<file path="config.mk">
export PLATFORM = sky130hd
export DESIGN_NAME = gerador_sequencia
export DESIGN_NICKNAME = d
export VERILOG_FILES = /design/src/rtl/gerador_sequencia.sv
export SDC_FILE = /design/constraint.sdc
export NUM_CORES = 1
export LEC_CHECK = 0
export CAP_MARGIN = 20
export CORE_UTILIZATION = 50
export CTS_CLUSTER_SIZE = 25
export DETAILED_ROUTE_END_ITERATION = 10
export PLACE_DENSITY = 0.76
export REMOVE_ABC_BUFFERS = 1
export SLEW_MARGIN = 0
export SYNTH_ARGS = -nofsm -noshare
export SYNTH_HDL_FRONTEND = slang
export SYNTH_SLANG_ARGS = --single-unit
</file>
<file path="constraint.sdc">
create_clock -name clk -period 2.1 [get_ports clk]
set_clock_uncertainty 0.05 [all_clocks]
set_input_delay 0.21 -clock clk [delete_from_list [all_inputs] [get_ports clk]]
set_output_delay 0.21 -clock clk [all_outputs]
set_load 0.02 [all_outputs]
</file>
<file path="src/rtl/gerador_sequencia.sv">
// Serial bit-stream transmitter: accepts a word on start/ready, shifts len bits out MSB-first
// on x, optionally repeating the word with a one-cycle idle gap between copies.
module gerador_sequencia #(
    parameter int   WIDTH      = 8,
    parameter int   LEN_W      = 4,
    parameter int   CNT_W      = 4,
    parameter logic IDLE_LEVEL = 1'b1
) (
    input  logic             clk,
    input  logic             rst,
    input  logic             start,
    input  logic [WIDTH-1:0] data,
    input  logic [LEN_W-1:0] len,
    input  logic [CNT_W-1:0] repeat_n,
    output logic             ready,
    output logic             busy,
    output logic             bit_valid,
    output logic             x,
    output logic             done
);

    typedef enum logic [1:0] {IDLE, SHIFT, GAP, DONE} state_t;

    localparam logic [LEN_W-1:0] WIDTH_L = LEN_W'(WIDTH);
    localparam logic [LEN_W-1:0] ONE_L   = LEN_W'(1);
    localparam logic [CNT_W-1:0] ONE_C   = CNT_W'(1);

    state_t           state;
    logic [WIDTH-1:0] sr;
    logic [LEN_W-1:0] idx;
    logic [LEN_W-1:0] len_q;
    logic [CNT_W-1:0] rep;
    logic             bit_sel;

    // Out-of-range or zero length means "send the whole word".
    function automatic logic [LEN_W-1:0] len_eff(input logic [LEN_W-1:0] l);
        if (l == '0 || l > WIDTH_L)
            return WIDTH_L;
        else
            return l;
    endfunction

    always_ff @(posedge clk or posedge rst) begin
        if (rst) begin
            state <= IDLE;
            sr    <= '0;
            idx   <= '0;
            len_q <= '0;
            rep   <= '0;
        end else begin
            case (state)
                IDLE: begin
                    if (start) begin
                        sr    <= data;
                        idx   <= len_eff(len) - ONE_L;
                        len_q <= len_eff(len);
                        rep   <= repeat_n;
                        state <= SHIFT;
                    end
                end
                SHIFT: begin
                    if (idx != '0)
                        idx <= idx - ONE_L;
                    else if (rep != '0)
                        state <= GAP;
                    else
                        state <= DONE;
                end
                GAP: begin
                    rep   <= rep - ONE_C;
                    idx   <= len_q - ONE_L;
                    state <= SHIFT;
                end
                DONE:    state <= IDLE;
                default: state <= IDLE;
            endcase
        end
    end

    // Mux sr[idx] explicitly so the index width never has to match the word width.
    always_comb begin
        bit_sel = 1'b0;
        for (int i = 0; i < WIDTH; i++)
            if (idx == LEN_W'(i))
                bit_sel = sr[i];
    end

    assign ready     = (state == IDLE);
    assign busy      = (state == SHIFT) || (state == GAP);
    assign bit_valid = (state == SHIFT);
    assign done      = (state == DONE);
    assign x         = (state == SHIFT) ? bit_sel : IDLE_LEVEL;

endmodule

</file>
# Word level (Yosys, flattened, before mapping)
# Index checks and enable logic that the tools add are counted.
[word_totals] reg_bits=22 inputBits=19 out_inout_bits=5 elab_cells=57
[op_classes] add_sub_neg=4 order_cmp=1 eq_ne=13 muxes=21 reduce_logical=13
[ops] op="$mux W4" n=6
[ops] op="$eq A4 B3 Y1 const B" n=4
[ops] op="$sub A4 B1 Y4 const B" n=4
[ops] op="$pmux W4 S3" n=1
[ops] op="$mux W1" n=10
[ops] op="$eq A4 B2 Y1 const B" n=2
[ops] op="$logic_not A4 Y1" n=2
[ops] op="$pmux W2 S4" n=1
[ops] op="$pmux W4 S2" n=1
[ops] op="$reduce_bool A4 Y1" n=2
[ops] op="$reduce_and A2 Y1" n=3
[ops] op="$eq A2 B2 Y1 const B" n=2
[ops] op="$eq A4 B1 Y1 const B" n=1
[ops] op="$gt A4 B4 Y1 const B" n=1
[ops] op="$mux W2" n=2
[ops] op="$ne A2 B2 Y1 const B" n=2
[ops] op="$reduce_and A3 Y1" n=1
[ops] op="$reduce_bool A3 Y1" n=1
[ops] op="$eq A2 B1 Y1 const B" n=1
[ops] op="$logic_not A2 Y1" n=1
[ops] op="$logic_or A1 B1 Y1" n=2
[ops] op="$ne A2 B1 Y1 const B" n=1
[ops] op="$reduce_bool A2 Y1" n=1

# Depth between registers and ports, before layout
# Gate-level depths: netlist of run 1.
[depth] word_depth=10 depth_mapped=9 depth_no_buf=7

# Worst setup path before layout of run 1
# Ideal clock, no wire load.
[synth_timing] kind="flip-flop to output port" from="reg idx[0]" to="out x" t_arrival_ns=1.583 t_required_ns=1.840 setup_slack_ns=0.257 path_stages_with_launch=7 n_path_buf=0 path_cell_list="dfrtp_1 > inv_1 > ha_1 > nand3b_1 > a221oi_1 > a311oi_1 > o211ai_1"
[synth_between] elab_chain_len=10
[synth_rtl] item="start, declared" line_no="30" rtl="logic [LEN_W-1:0] idx;"
[synth_rtl] item="start signal, assigned" line_no="55" rtl="idx <= len_eff(len) - ONE_L;"
[synth_rtl] item="start signal, assigned" line_no="63" rtl="idx <= idx - ONE_L;"
[synth_rtl] item="start signal, assigned" line_no="71" rtl="idx <= len_q - ONE_L;"
[synth_rtl] item="$logic_not A4 Y1" line_no="84" rtl="if (idx == LEN_W'(i))"
[synth_rtl] item="$mux W1 (7 in a row)" line_no="84"
[synth_rtl] item="$mux W1 (*)" line_no="84"
[synth_rtl] item="$mux W1 (*)" line_no="92" rtl="assign x = (state == SHIFT) ? bit_sel : IDLE_LEVEL;"
[synth_rtl] item="end, declared" line_no="18" rtl="output logic x,"
# Every way passes the cells marked *; elsewhere a longest branch is shown, timed or not.

# Worst setup path after layout of run 1
# Ends and elaborated chain as after synthesis.

==> run_results.csv, run 1 <==
group,metric,value,unit
run_status,status,"complete, but fails checks",
run_status,violations,"negative setup slack",
sta,drv_slew,0,
pwr,fin_total_pwr,811,uW
detailed_routing,antenna_left,0,
logic_synthesis,synthesis.area,0.00138,mm^2
place,dpl_cell_area,0.00172,mm^2
clocking,cts_setup_buffers,0,
critical_path,crit_type,"reg -> out",
detailed_routing,drt_iter0_markers,27,
detailed_routing,vias,1221,
finish,antenna_cells,0,
finish,area_growth_syn_to_layout,31.0,%
logic_synthesis,syn_avg_cell_area,9.54,um^2
place,portBuffers,23,
die,die_w,54.6,um
place,routabilityCongestion,0.919,
sta,setup_violations,1,
finish,multi_input_area,792,um^2
sta,finalCritPeriodShare,1.01,
logic_synthesis,ys_warn_count,0,
clocking,clock-root-buffer,"clkbuf_4",
finish,final_cell_mix,"dfrtp_1, clkdlybuf4s50_1, buf_4",
global_route,grt_max_degree,23,
critical_path,crit_fanout,4,
finish,final_common_cell,"dfrtp_1",
global_route,grt-ovfl-total,0,
critical_path,critPathCaptureType,"output port",
logic_synthesis,synth_flop_cell,"dfrtp_1",
sta,layout_setup_ws,-0.0283,ns
die,die_height,54.6,um
logic_synthesis,synthArstFlopShare,1.00,
critical_path,worstPathArrival,1.87,ns
logic_synthesis,synth-edff-count,0,
logic_synthesis,synth_top_family_by_area,"compound AO/OA/AOI/OAI gates",
place,dp_slack,-0.168,ns
detailed_routing,vias_per_cell,5.81,
logic_synthesis,ys_ff_latch,22,
pwr,ir_worst_vdd,0.000509,V
finish,fillers,203,
logic_synthesis,synthCells,145,
die,initial_core_util,0.544,
global_route,grt_usage,0.234,
sta,period_needed,2.13,ns
clocking,htreeDepth,1,
hold_path,hold_path.class,"in -> async",
finish,drive_gt1_frac,0.206,
die,fp-row-count,18,
finish,fin_area,0.00181,mm^2
logic_synthesis,muxShareOfSynthArea,0.0651,
clocking,clock_sinks,22,
logic_synthesis,synth_compound_area_frac,0.208,
global_route,antenna_found_initial,0,
logic_synthesis,yosys.area_share.simple,0.177,
global_route,grt_pass1_wl,4980,um
sta,max_slew_margin,0.748,
die,boundaryPins,24,
logic_synthesis,synth_fa_ha_area_frac,0.0904,
detailed_routing,drc,0,
clocking,clockBufferDepth,2,
sta,worst_pin_slew,0.376,ns
clocking,worstSkewPairLatency,0.31,ns
sta,rsz0062_at_grt,"yes",
die,die_area,0.00298,mm^2
detailed_routing,first_pass_iters,4,
clocking,cts_made_buffers,3,
clocking,cts_tree,"yes",
critical_path,cp_data_required_time,1.84,ns
detailed_routing,drt_wl_total,3010,um
die,coreArea,0.00254,mm^2
logic_synthesis,seq_area_frac_synth,0.398,
detailed_routing,post_drt_wl_per_cell,14.3,um
place,hpwl,2310,um
pwr,p_leak,0.801,nW
clocking,path_clk_slew,0.13,ns
logic_synthesis,synthDistinctLibCells,39,
global_route,first_global_vias,1140,
critical_path,critPathLaunchType,"register",
finish,seqCellArea,552,um^2
finish,finalNetCount,210,
sta,hold_viol,0,
sta,clock.fmax,470,MHz
pwr,powerDensity,447,mW/mm^2
flow_run,max-cap-violations,0,
logic_synthesis,synth_xor_area_frac,0.00633,
## registers in the layout, indices dropped and copies added (netlist names)
signal,count
rep,4
len_q,4
idx,4
sr,8
state,2
## report_power, final
group | leakage [nW] | switching [mW] | internal, mW
clock network | 0.0279 | 0.133 | 0.193
registers | 0.287 | 0 | 0.424
logic | 0.485 | 0.0231 | 0.0385
total | 0.801 | 0.156 | 0.655
## worst paths after layout
path                               start  endpoint  slack, ns  depth (start not counted)
worst max-delay path              idx[0]         x      -0.03                          7
worst min-delay path                 rst  len_q[0]       0.16                          3
worst max register to register    idx[0]  state[0]       0.18                          8
worst min register to register  len_q[3]  len_q[3]       0.45                          2
max in group asynchronous            rst    idx[1]       1.60                          3
min in group clk                len_q[3]  len_q[3]       0.45                          2
## final cells by class
class / instances / area share
repair buffers: 37 / 0.186
well taps: 30 / 0.0207
clock inverters: 1 / 0.0166
inverters: 11 / 0.0228
multi-input cells: 106 / 0.437
flip-flops and latches: 22 / 0.304
clock buffers: 3 / 0.0124
## cells in the mapped netlist, drive strengths merged (2+ instances only)
cell | n | area share
a21oi | 8 | 0.029
buf | 5 | 0.023
dfrtp | 22 | 0.40
ha | 10 | 0.090
inv | 11 | 0.030
mux2 | 8 | 0.065
nand2 | 12 | 0.034
nand2b | 5 | 0.023
nand3 | 4 | 0.014
nand3b | 2 | 0.011
nand4b | 2 | 0.013
nor2 | 8 | 0.022
nor3 | 4 | 0.014
nor3b | 2 | 0.019
nor4 | 2 | 0.0090
o211ai | 2 | 0.011
o21a | 2 | 0.011
o21ai | 10 | 0.036
o221ai | 3 | 0.019
o31a | 3 | 0.019
o31ai | 2 | 0.011
o32ai | 4 | 0.025
## metrics by stage
| stage | setup TNS [ns] | hold WS (ns) | instances | util |
|---|---|---|---|---|
| 3_3_place_gp | -0.0698 | 0.410 | 206 | 0.677 |
| 4_1_cts | -0.0402 | 0.166 | 210 | 0.706 |
| 2_1_floorplan | 0 | 0.149 | 139 | - |
| 5_1_grt | -0.154 | 0.231 | 210 | 0.712 |
| 3_5_place_dp | -0.168 | 0.431 | 206 | 0.677 |
| 6_report | -0.0283 | 0.162 | 210 | 0.712 |
## cells by family (layout without fill, tap and decap cells)
family | count (synthesis) | after routing
AOI/OAI and AO/OA | 42 | 42
DFF | 22 | 22
adders and majority gates | 10 | 10
xor gates and xnor gates | 1 | 1
buffers and inverters | 17 | 52
muxes | 8 | 8
and+or+nand+nor | 45 | 45
## layer usage
metal  global-route usage  vias to the layer above  wire length, um
met5                    0                        -                0
met4               0.0513                        0               21
met3               0.0417                        4               95
met2                0.402                       25             1470
met1                0.303                      582             1420
li1                     -                      610                -
## worst max-delay path: stages, from the launching register on
cell and delay (ns):
dfrtp_1 0.45, inv_2 0.07, ha_4 0.17, nand3b_1 0.17, a221oi_2 0.26, a311oi_1 0.09
o211ai_1 0.19, buf_4 0.17
## repair_timing
| action | 4_1_cts | 5_1_grt |
|---|---|---|
| setup endpoints to repair | 1 | 3 |
| gates resized for setup | 12 | 4 |
| hold buffers | 0 | 0 |
| pin swaps | 2 | 4 |
No activity file was read; power rests on OpenSTA's default activity.
==> run 2, diff against run 1 <==
Settings changed: CTS_CLUSTER_DIAMETER from default to 100, TNS_END_PERCENT from default to 10.
==> results of run 2 <==
No change in the layout: final DEF, timing and power equal those of run 1.
==> run 3, diff against run 2 <==
Settings changed: CELL_PAD_IN_SITES_DETAIL_PLACEMENT from default to 1, CELL_PAD_IN_SITES_GLOBAL_PLACEMENT from default to 2, CORE_UTILIZATION 50 to 32, CTS_CLUSTER_SIZE 25 to 40, PLACE_DENSITY 0.76 to default, PLACE_DENSITY_LB_ADDON from default to 0.1.
==> run 3 against run 2 <==
The run now ends clean. Via count grew 1.4%. Total power is 10% higher. Largest cell class unchanged. Worst setup slack improved by 0.12 ns. Largest power group unchanged. Cell count increased by 9.5%. Non-clock buffer count did not move. Die area is 54% higher. Utilization down 26 points. Critical path type unchanged. Clock-buffer cell count unchanged.
==> run_results.csv, run 3 (synthesis results as in run 1) <==
group,metric,value,unit
clocking,clock_sinks,22,
sta,max_slew_margin,0.733,
hold_path,hold_path.class,"in -> async",
finish,multi_input_area,798,um^2
pwr,pwr-share-comb,0.071,
critical_path,worstPathArrival,1.75,ns
critical_path,max_stage_delay,0.40,ns
clocking,clockBufferDepth,2,
finish,instances_no_fill,230,
pwr,seqPwrFrac,0.474,
detailed_routing,antenna_left,0,
die,fp-row-count,23,
sta,period_needed,2.01,ns
finish,fillers,471,
sta,hold_viol,0,
clocking,clock-root-buffer,"clkbuf_8",
die,die_area,0.00459,mm^2
sta,finalCritPeriodShare,0.958,
pwr,fin_total_pwr,893,uW
global_route,antenna_found_initial,0,
detailed_routing,vias,1238,
global_route,grt_pass1_wl,5840,um
sta,drv_slew,0,
finish,largest_reg_flops,8,
die,boundaryPins,24,
global_route,grt-ovfl-total,0,
pwr,p_int,717,uW
critical_path,cp_data_required_time,1.84,ns
critical_path,critPathCaptureType,"output port",
detailed_routing,vias_per_cell,5.38,
clocking,cts_made_buffers,3,
run_status,status,"complete, no violations",
critical_path,crit_buf_inv,2,
finish,antenna_cells,0,
finish,drive_gt1_frac,0.206,
clocking,cts_tree,"yes",
clocking,postCtsHoldBufs,0,
clocking,path_clk_slew,0.09,ns
detailed_routing,drt_wl_total,3560,um
pwr,switchingPower,176,uW
finish,final_common_cell,"clkdlybuf4s50_1",
detailed_routing,first_pass_iters,6,
sta,rsz0062_at_grt,"yes",
critical_path,crit_type,"reg -> out",
pwr,powerDensity,481,mW/mm^2
global_route,first_global_vias,1229,
pwr,switching_share,0.198,
sta,setup_violations,0,
place,dp_cells,225,
flow_run,max-cap-violations,0,
sta,layout_setup_ws,0.0888,ns
finish,finalNetCount,210,
pwr,ir_worst_vdd,0.000238,V
global_route,grt_util_met3,0.0253,
die,die_w,67.8,um
critical_path,slowest_stage,"dfrtp_1",
finish,area_growth_syn_to_layout,34.3,%
finish,final_cell_mix,"clkdlybuf4s50_1, dfrtp_1, buf_4",
global_route,grtUsageMet1,0.234,
sta,clock.fmax,497,MHz
place,hpwl,2720,um
sta,fin_setup_tns,0,ns
die,initial_core_util,0.339,
clocking,worstSkewPairLatency,0.27,ns
global_route,grt_max_degree,23,
place,routabilityCongestion,0.781,
finish,seqCellArea,552,um^2
die,coreArea,0.00409,mm^2
global_route,grt_usage,0.174,
clocking,htreeDepth,1,
detailed_routing,post_drt_wl_per_cell,15.5,um
sta,worst_pin_slew,0.400,ns
critical_path,worstPathCellList,"inv_2 -> ha_4 -> nand3b_1 -> a221oi_2 -> a311oi_1 -> o211ai_1 -> buf_4",
pwr,power_frac_clock,0.456,
global_route,met2_usage,0.282,
place,portBuffers,23,
detailed_routing,drc,0,
detailed_routing,drt_iter0_markers,22,
die,die_height,67.8,um
finish,regMostFlops,"sr",
critical_path,crit_fanout,5,
global_route,grt.busiest_layer,"met2",
pwr,p_leak,0.792,nW
place,dp_slack,-0.196,ns
critical_path,cpLargestDelayFamily,"compound AO/OA/AOI/OAI gates",
critical_path,critPathLaunchType,"register",
==> run 3: changes by cell type in the layout (fill, tap and decap cells not counted), moves of 2 or more <==
cell	change
clkbuf_4	-3
clkbuf_8	+3
clkdlybuf4s50_1	+2
dlymetal6s2s_1	-2
==> run 3: power by group through the flow <==
| stage | clock (mW) | sequential, mW | combinational (mW) |
|---|---|---|---|
| 5_1_grt | 0.439 | 0.423 | 0.0704 |
| 3_5_place_dp | 0 | 0.432 | 0.0643 |
| 2_1_floorplan | 0 | 0.432 | 0.0197 |
| 4_1_cts | 0.421 | 0.423 | 0.0647 |
| 3_3_place_gp | 0 | 0.432 | 0.0626 |
| 6_report | 0.407 | 0.423 | 0.0630 |
==> run 3: worst paths after layout <==
path / start / to / slack (ns) / cells past startpoint
worst max-delay path: idx[0] / x / 0.09 / 7
worst min-delay path: rst / sr[3] / 0.24 / 3
worst max register to register: idx[1] / idx[1] / 0.14 / 8
worst min register to register: len_q[3] / len_q[3] / 0.43 / 2
max in group asynchronous: rst / idx[1] / 1.51 / 3
min in group clk: len_q[3] / len_q[3] / 0.43 / 2
==> run 3: worst reg2reg max path: stages (launching register included) <==
cell	delay (ns)
dfrtp_2	0.45
inv_2	0.09
buf_4	0.12
ha_1	0.17
buf_4	0.13
nor3b_4	0.32
nor4_1	0.08
o21ai_0	0.25
o221ai_1	0.16
==> run 3: cell type report <==
class | instances | share of cell area
Inverter | 11 | 0.0222
Clock buffer | 3 | 0.0222
Tap cell | 50 | 0.0337
Clock inverter | 1 | 0.0162
Timing Repair Buffer | 37 | 0.179
Sequential cell | 22 | 0.297
Multi-Input combinational cell | 106 | 0.430
==> run 3: timing repair <==
item	in CTS	in global routing
buffers inserted	0	1
gates resized for setup	6	9
setup endpoints to repair	1	1
cloned	0	0
pin swaps	0	2
==> run 3: through the flow <==
stage / hold slack, ns / utilization / area, um^2
2_1_floorplan: 0.149 / - / 1350
3_3_place_gp: 0.410 / 0.426 / 1740
3_5_place_dp: 0.413 / 0.426 / 1740
4_1_cts: 0.247 / 0.443 / 1810
5_1_grt: 0.300 / 0.455 / 1860
6_report: 0.238 / 0.455 / 1860
==> run 3: per-layer routing <==
metal / part of all wire / wire length [um]
met3: 0.026 / 92
met1: 0.47 / 1680
met4: 0.014 / 50
met5: 0 / 0
met2: 0.49 / 1740
